==> config.mk <==
export PLATFORM = sky130hd
export DESIGN_NAME = axis_pkt_fifo
export DESIGN_NICKNAME = d
export VERILOG_FILES = /design/src/rtl/axis_pkg.sv /design/src/rtl/axis_pkt_fifo_mem.sv /design/src/rtl/axis_pkt_fifo.sv
export SDC_FILE = /design/constraint.sdc
export NUM_CORES = 1
export LEC_CHECK = 0
export ABC_AREA = 1
export CORE_MARGIN = 3
export CORE_UTILIZATION = 65
export DETAILED_ROUTE_END_ITERATION = 10
export HOLD_SLACK_MARGIN = 0.15
export PLACE_DENSITY = 0.85
export SLEW_MARGIN = 10
export SYNTH_ARGS = -nofsm -noshare
export SYNTH_HDL_FRONTEND = slang
export SYNTH_SLANG_ARGS = --single-unit
==> constraint.sdc <==
create_clock -name clk -period 9.5 [get_ports clk]
set_clock_uncertainty 0.15 [all_clocks]
set_input_delay 1.9 -clock clk [delete_from_list [all_inputs] [get_ports clk]]
set_output_delay 1.9 -clock clk [all_outputs]
set_load 0.01 [all_outputs]
==> src/rtl/axis_pkg.sv <==
// Shared types for the AXI-stream packet FIFO: write-side FSM states,
// a beat record at the default width, and the pointer-width helper.
package axis_pkg;

    localparam int AXIS_DATA_W = 16;
    localparam int AXIS_KEEP_W = AXIS_DATA_W / 8;

    typedef enum logic {
        W_STORE,
        W_DROP
    } wr_state_t;

    // One stored beat at the default width. The stored layout inside the
    // FIFO has the same {data, keep, last} order at any DATA_W.
    typedef struct packed {
        logic [AXIS_DATA_W-1:0] data;
        logic [AXIS_KEEP_W-1:0] keep;
        logic                   last;
    } axis_beat_t;

    // The pointer carries one extra bit so that full and empty differ.
    function automatic int ptr_w(input int depth);
        return $clog2(depth) + 1;
    endfunction

endpackage

==> src/rtl/axis_pkt_fifo_mem.sv <==
// Simple dual-port beat storage: one write port and one registered read
// port. The read register doubles as the FIFO output stage, so it holds
// its value when no read is requested and clears on reset.
module axis_pkt_fifo_mem
    import axis_pkg::*;
#(
    parameter int WIDTH = 19,
    parameter int DEPTH = 16,
    localparam int AW   = $clog2(DEPTH)
) (
    input  logic             clk,
    input  logic             rst,
    input  logic             wr_en_i,
    input  logic [AW-1:0]    wr_addr_i,
    input  logic [WIDTH-1:0] wr_data_i,
    input  logic             rd_en_i,
    input  logic [AW-1:0]    rd_addr_i,
    output logic [WIDTH-1:0] rd_data_o
);

    logic [WIDTH-1:0] mem_q [DEPTH];
    logic [WIDTH-1:0] rd_data_q;

    // Write port; contents are not reset.
    always_ff @(posedge clk) begin
        if (wr_en_i) begin
            mem_q[wr_addr_i] <= wr_data_i;
        end
    end

    // Registered read with enable; reset clears the visible output.
    always_ff @(posedge clk) begin
        if (rst) begin
            rd_data_q <= '0;
        end else if (rd_en_i) begin
            rd_data_q <= mem_q[rd_addr_i];
        end
    end

    assign rd_data_o = rd_data_q;

endmodule

==> src/rtl/axis_pkt_fifo.sv <==
// Store-and-forward AXI-stream packet FIFO. Beats are held until their
// packet's last beat is stored, then released on the master side.
// Packets longer than DEPTH beats are discarded whole with a drop pulse.
// Optional build macro AXIS_PKT_FIFO_STATS_EN adds saturating packet and
// drop counters as extra output ports.
module axis_pkt_fifo
    import axis_pkg::*;
#(
    parameter int DATA_W  = 16,
    parameter int DEPTH   = 16,
    localparam int KEEP_W = DATA_W / 8,
    localparam int AW     = $clog2(DEPTH),
    localparam int PW     = ptr_w(DEPTH)
) (
    input  logic              clk,
    input  logic              rst,
    input  logic              r_valid,
    output logic              r_ready,
    input  logic [DATA_W-1:0] r_data,
    input  logic [KEEP_W-1:0] r_keep,
    input  logic              r_last,
    output logic              t_valid,
    input  logic              t_ready,
    output logic [DATA_W-1:0] t_data,
    output logic [KEEP_W-1:0] t_keep,
    output logic              t_last,
    output logic [PW-1:0]     pkt_avail,
`ifdef AXIS_PKT_FIFO_STATS_EN
    output logic [31:0]       pkt_count,
    output logic [15:0]       drop_count,
`endif
    output logic              drop
);

    localparam int BW = DATA_W + KEEP_W + 1;

    wr_state_t       state_q, state_d;
    logic [PW-1:0]   wr_ptr_q, wr_ptr_d;
    logic [PW-1:0]   wr_commit_q, wr_commit_d;
    logic [PW-1:0]   rd_ptr_q, rd_ptr_d;
    logic [PW-1:0]   avail_q, avail_d;
    logic            t_valid_q, t_valid_d;
    logic            drop_q, drop_d;

    logic [PW-1:0]   used;
    logic [PW-1:0]   pend;
    logic            full, oversize, wr_en, commit, load, t_acc;
    logic [BW-1:0]   rd_data;

    assign used     = wr_ptr_q - rd_ptr_q;
    assign pend     = wr_ptr_q - wr_commit_q;
    assign full     = (used == PW'(DEPTH));
    // Only reachable once the current packet alone occupies every slot.
    assign oversize = r_valid && (pend == PW'(DEPTH));

    // Write FSM: store beats and commit on last, or swallow an oversize packet.
    always_comb begin
        state_d     = state_q;
        wr_ptr_d    = wr_ptr_q;
        wr_commit_d = wr_commit_q;
        r_ready     = 1'b0;
        wr_en       = 1'b0;
        commit      = 1'b0;
        drop_d      = 1'b0;
        case (state_q)
            W_STORE: begin
                r_ready = !full;
                if (oversize) begin
                    state_d  = W_DROP;
                    wr_ptr_d = wr_commit_q;
                end else if (r_valid && !full) begin
                    wr_en    = 1'b1;
                    wr_ptr_d = wr_ptr_q + 1'b1;
                    if (r_last) begin
                        commit      = 1'b1;
                        wr_commit_d = wr_ptr_q + 1'b1;
                    end
                end
            end
            W_DROP: begin
                r_ready = 1'b1;
                if (r_valid && r_last) begin
                    drop_d  = 1'b1;
                    state_d = W_STORE;
                end
            end
            default: state_d = W_STORE;
        endcase
        if (rst) begin
            r_ready = 1'b0;
        end
    end

    // Read side: refill the output stage from committed beats only.
    always_comb begin
        t_acc     = t_valid_q && t_ready;
        load      = (!t_valid_q || t_ready) && (rd_ptr_q != wr_commit_q);
        rd_ptr_d  = load ? rd_ptr_q + 1'b1 : rd_ptr_q;
        t_valid_d = load || (t_valid_q && !t_ready);
        avail_d   = avail_q;
        if (commit && !(t_acc && t_last)) begin
            avail_d = avail_q + 1'b1;
        end else if (!commit && t_acc && t_last) begin
            avail_d = avail_q - 1'b1;
        end
    end

    // State and pointer registers.
    always_ff @(posedge clk) begin
        if (rst) begin
            state_q     <= W_STORE;
            wr_ptr_q    <= '0;
            wr_commit_q <= '0;
            rd_ptr_q    <= '0;
            avail_q     <= '0;
            t_valid_q   <= 1'b0;
            drop_q      <= 1'b0;
        end else begin
            state_q     <= state_d;
            wr_ptr_q    <= wr_ptr_d;
            wr_commit_q <= wr_commit_d;
            rd_ptr_q    <= rd_ptr_d;
            avail_q     <= avail_d;
            t_valid_q   <= t_valid_d;
            drop_q      <= drop_d;
        end
    end

    axis_pkt_fifo_mem #(
        .WIDTH (BW),
        .DEPTH (DEPTH)
    ) u_mem (
        .clk       (clk),
        .rst       (rst),
        .wr_en_i   (wr_en),
        .wr_addr_i (wr_ptr_q[AW-1:0]),
        .wr_data_i ({r_data, r_keep, r_last}),
        .rd_en_i   (load),
        .rd_addr_i (rd_ptr_q[AW-1:0]),
        .rd_data_o (rd_data)
    );

    assign {t_data, t_keep, t_last} = rd_data;
    assign t_valid   = t_valid_q;
    assign pkt_avail = avail_q;
    assign drop      = drop_q;

`ifdef AXIS_PKT_FIFO_STATS_EN
    logic [31:0] pkt_count_q;
    logic [15:0] drop_count_q;

    // Saturating statistics counters.
    always_ff @(posedge clk) begin
        if (rst) begin
            pkt_count_q  <= '0;
            drop_count_q <= '0;
        end else begin
            if (t_acc && t_last && (pkt_count_q != '1)) begin
                pkt_count_q <= pkt_count_q + 1'b1;
            end
            if (drop_q && (drop_count_q != '1)) begin
                drop_count_q <= drop_count_q + 1'b1;
            end
        end
    end

    assign pkt_count  = pkt_count_q;
    assign drop_count = drop_count_q;
`endif

endmodule
==> results.md <==
| Step | Metric | Value |
|:---|:---|:---|
| setup path | Worst reg2reg path endpoint | u_mem.mem_q[5][18] |
| finish | Nets | 1197 |
| synthesis | Distinct cell type count of the synthesized netlist | 41 |
| finish | Most frequent cells in the layout | edfxtp_1 (304), o21ai_0 (197), nor2_1 (171) |
| finish | Share of layout cells above drive strength 1 | 9.30% |
| setup path | Reg-to-reg slack, setup | 5.49 ns |
| synthesis | Fraction of synthesized cell area taken by the top area cell type | 65.5% |
| setup path | Data arrival time at the worst-slack endpoint | 3.32 ns |
| global route | Vias in the first global route | 9545 |
| clock network | Clock root buffer master | clkbuf_16 |
| setup path | Maximum single-stage delay on the critical path | 0.58 ns |
| setup path | Critical Path End Type | output port |
| setup path | FF-to-FF Start | rd_ptr_q[1] |
| pwr | PD cells | 306 nW/um^2 |
| pwr | Leakage power total | 5.37 nW |
| die | Starting Density | 67.6% |
| setup path | Cells along the critical path | clkdlybuf4s50_1 > inv_1 > o21ai_0 > inv_1 > clkdlybuf4s50_1 |
| setup path | Startpoint type of the worst setup path | input port |
| synthesis | Yosys Warn Count | 0 |
| setup path | Req. time, crit path | 7.45 ns |
| die | Number of top-level pins | 50 |
| min path | Number of cells on the worst hold path | 2 |
| min path | Path class of the lowest-slack min-delay path | register to register |
| drt | Number of nets still failing antenna checks after routing | 0 |
| drt | Mean number of vias per cell | 6.64 |
| synthesis | Sequential area share after synthesis | 71.5% |
| sta | Setup TNS after final layout | 0 ns |
| status | Result of the run | finished, final reports clean |
| clock network | CTS tree | built |
| setup path | Kind of critical path | input port to output port |
| die | Die Y-Extent | 152 microns |
| global route | Wire length of the first global-routing pass | 51900 microns |
| drt | Total vias in the final route | 9641 |
| clock network | Count of instances resized after the clock tree is built | 0 |
| finish | N_diodes | 0 |
| min path | End point of the most critical hold path | pkt_avail[2] |
| synthesis | Mean instance size in the synthesized netlist | 12.5 sq um |
| sta | Fmax achieved | 186 MHz |
| min path | Critical hold path startpoint | pkt_avail[2] |
| sta | Actual transition at the worst max-transition pin | 1.07 ns |
| synthesis | Synth Register Bits | 346 |
| sta | Final Max Slew Viols | 0 |
| setup path | Bufs and invs on worst path | 4 |
| clock network | Clock tree buffer depth | 3 |
| die | Die Outline Area | 23200 sq um |
| pwr | Peak ir drop on the vdd network | 0.000208 V |
| sta | # setup viols final | 0 |
| place | Placed Instance Area | 14700 sq um |
| global route | Overall track demand over capacity in global routing | 28.4% |
| synthesis | Synthesized cell area | 13900 sq um |
| place | Number of input and output port buffers inserted | 49 |
| setup path | Crit path max fanout | 8 |
| place | Place WS | 4.14 ns |
| sta | Clock period minus final worst setup slack | 5.37 ns |
| clock network | Clk sink count | 346 |
| clock network | H-tree levels | 2 |
| synthesis | Yosys top cell by area | edfxtp_1 |
| global route | Antenna violations before repair | 0 |
| clock network | Post-CTS setup-driven buffer insertion count | 0 |
| drt | Final wirelength | 33600 microns |
| synthesis | Top cells by area, synth | edfxtp_1 (65%), o21ai_0 (7.1%), dfxtp_1 (6.0%) |
| drt | Number of design rule violations left after detail routing | 0 |
| sta | Ratio of final minimum period to clock period | 56.5% |
| finish | Final Cell Area | 15900 sq um |
| sta | Unrepaired setup endpoints after global routing | no |
| global route | Overflow left after global routing | 0 |
| flow run | Max cap viols | 0 |
| sta | Final worst slack | 4.13 ns |
| clock network | Cts bufs inserted | 34 |
| clock network | # hold bufs at CTS | 0 |
| clock network | Clock-pin slew of the registers on the worst-case setup and hold paths | 0.06 ns |
| setup path | Slowest cell on crit path | clkdlybuf4s50_1 |
| clock network | Latest clock arrival within the worst-skew pair | 0.53 ns |
| sta | Final count of hold timing violations | 0 |
| finish | Final cell utilization of the core | 77.0% |
| die | Core Box Area | 20600 sq um |
| setup path | Worst r2r path cells | 15 |
| die | Number of rows created at floorplan | 52 |
| finish | Area growth from synthesis to layout | 13.9% |
| die | Chip width | 152 microns |
| setup path | Family with the most delay on the worst path | buffers and inverters |
| sta | Max-Slew Margin vs Limit | 28.3% |
| drt | Average wire length per cell after detail routing | 23.1 microns |
| global route | Pin count of the biggest net entering global routing | 95 |
| drt | Detailed router's first-iteration violation count | 1364 |
| place | Half-perimeter wire length after detailed placement | 17700 microns |
| drt | Detailed-routing iteration count for the pre-antenna-repair pass | 5 |
| synthesis | Synthesized instance count | 1113 |
| synthesis | Syn nets | 1153 |
| finish | Most common library cell in the layout ignoring fill and taps | edfxtp_1 |
| place | Last weighted congestion value of the routability-driven placer | 0.850 |
[metal layers]
metal	global-route usage (%)	part of all wire, %	up-vias
met3	6.13	11	130
li1	-	-	4220
met1	38.6	38	4629
met5	0	0	-
met2	45.0	47	662
met4	12.4	4.0	0
[cell families after synthesis]
kind of cell,share of synthesized area [%]
compound gates,14.2
xor+xnor,0.628
fa+ha+maj,1.58
buf+inv,2.96
flops,71.5
simple gates,9.09
[worst reg2reg max path: stages (launching register included)]
cell	delay, ns
dfxtp_2	0.32
buf_4	0.70
inv_2	0.12
ha_1	0.35
nand2_1	0.10
nand2_1	0.07
nand2_1	0.07
nand2_1	0.05
nand2_1	0.05
nand2_1	0.04
nand2_1	0.14
nand2_1	0.16
nor2_1	0.26
nand2_1	0.21
nor2_2	0.56
buf_4	0.36
[cell type report]
| type | instances | area [sq um] |
|---|---|---|
| clock buffer | 50 | 992 |
| clock inverter | 12 | 156 |
| fill | 1159 | 4750 |
| inverter | 34 | 130 |
| multi-input combinational | 666 | 3600 |
| sequential | 346 | 9970 |
| tap | 270 | 338 |
| timing repair buffer | 75 | 686 |
[sequential cells by signal (all words and copies together), names as in the netlist, 5 cells and up]
register         flops
u_mem.mem_q        304
u_mem.rd_data_o     19
rd_ptr_q             5
wr_commit_q          5
wr_ptr_q             5
pkt_avail            5
[cell usage after synthesis]
| cell | instances |
|---|---|
| nor3_1 | 3 |
| a221oi_1 | 14 |
| dfxtp_1 | 42 |
| o21ai_0 | 197 |
| inv_1 | 31 |
| buf_2 | 18 |
| a21boi_0 | 1 |
| a41oi_1 | 5 |
| a31oi_1 | 1 |
| o21bai_1 | 5 |
| inv_2 | 2 |
| o211ai_1 | 2 |
| nand3_4 | 1 |
| a21oi_4 | 1 |
| o22ai_1 | 46 |
| buf_6 | 1 |
| edfxtp_1 | 304 |
| xnor2_1 | 3 |
| nand2_4 | 4 |
| nor2_1 | 186 |
| a21oi_1 | 34 |
| nor3b_1 | 1 |
| buf_4 | 1 |
| xor2_1 | 7 |
| nand2_2 | 1 |
| a21o_1 | 1 |
| fa_1 | 1 |
| nand3_1 | 39 |
| ha_1 | 16 |
| clkinv_1 | 1 |
| and3_1 | 1 |
| nand2_8 | 1 |
| nor2_8 | 1 |
| nand2_1 | 61 |
| o21ai_4 | 1 |
| o221ai_1 | 26 |
| o21ai_1 | 1 |
| a21oi_2 | 3 |
| o21a_1 | 1 |
| clkbuf_1 | 47 |
| nand3b_1 | 1 |
[per-stage QoR]
stage	hold slack, ns	cells	power, mW
after floorplan	0.316	1113	2.98
after global placement	0.348	1391	3.41
after global routing	0.400	1453	5.10
final	0.379	1453	4.85
after detailed placement	0.365	1391	3.48
after CTS	0.380	1453	4.84
[worst max-delay path by stage]
stage / cells past startpoint / end / start / slack (ns)
finish: 5 / r_ready / rst / 4.13
global route: 13 / r_ready / rd_ptr_q[2] / 4.03
CTS: 5 / r_ready / rst / 4.12
detailed placement: 5 / r_ready / rst / 4.14
global placement: 5 / r_ready / rst / 4.15
floorplan: 5 / r_ready / rst / 4.95
[report_power, final]
group	leakage [nW]	internal [mW]	switching [mW]
Combinational	1.72	0.493	1.01
Clock	0.558	0.811	0.552
Sequential	3.09	1.86	0.126
No activity file was read; power rests on OpenSTA's default activity.
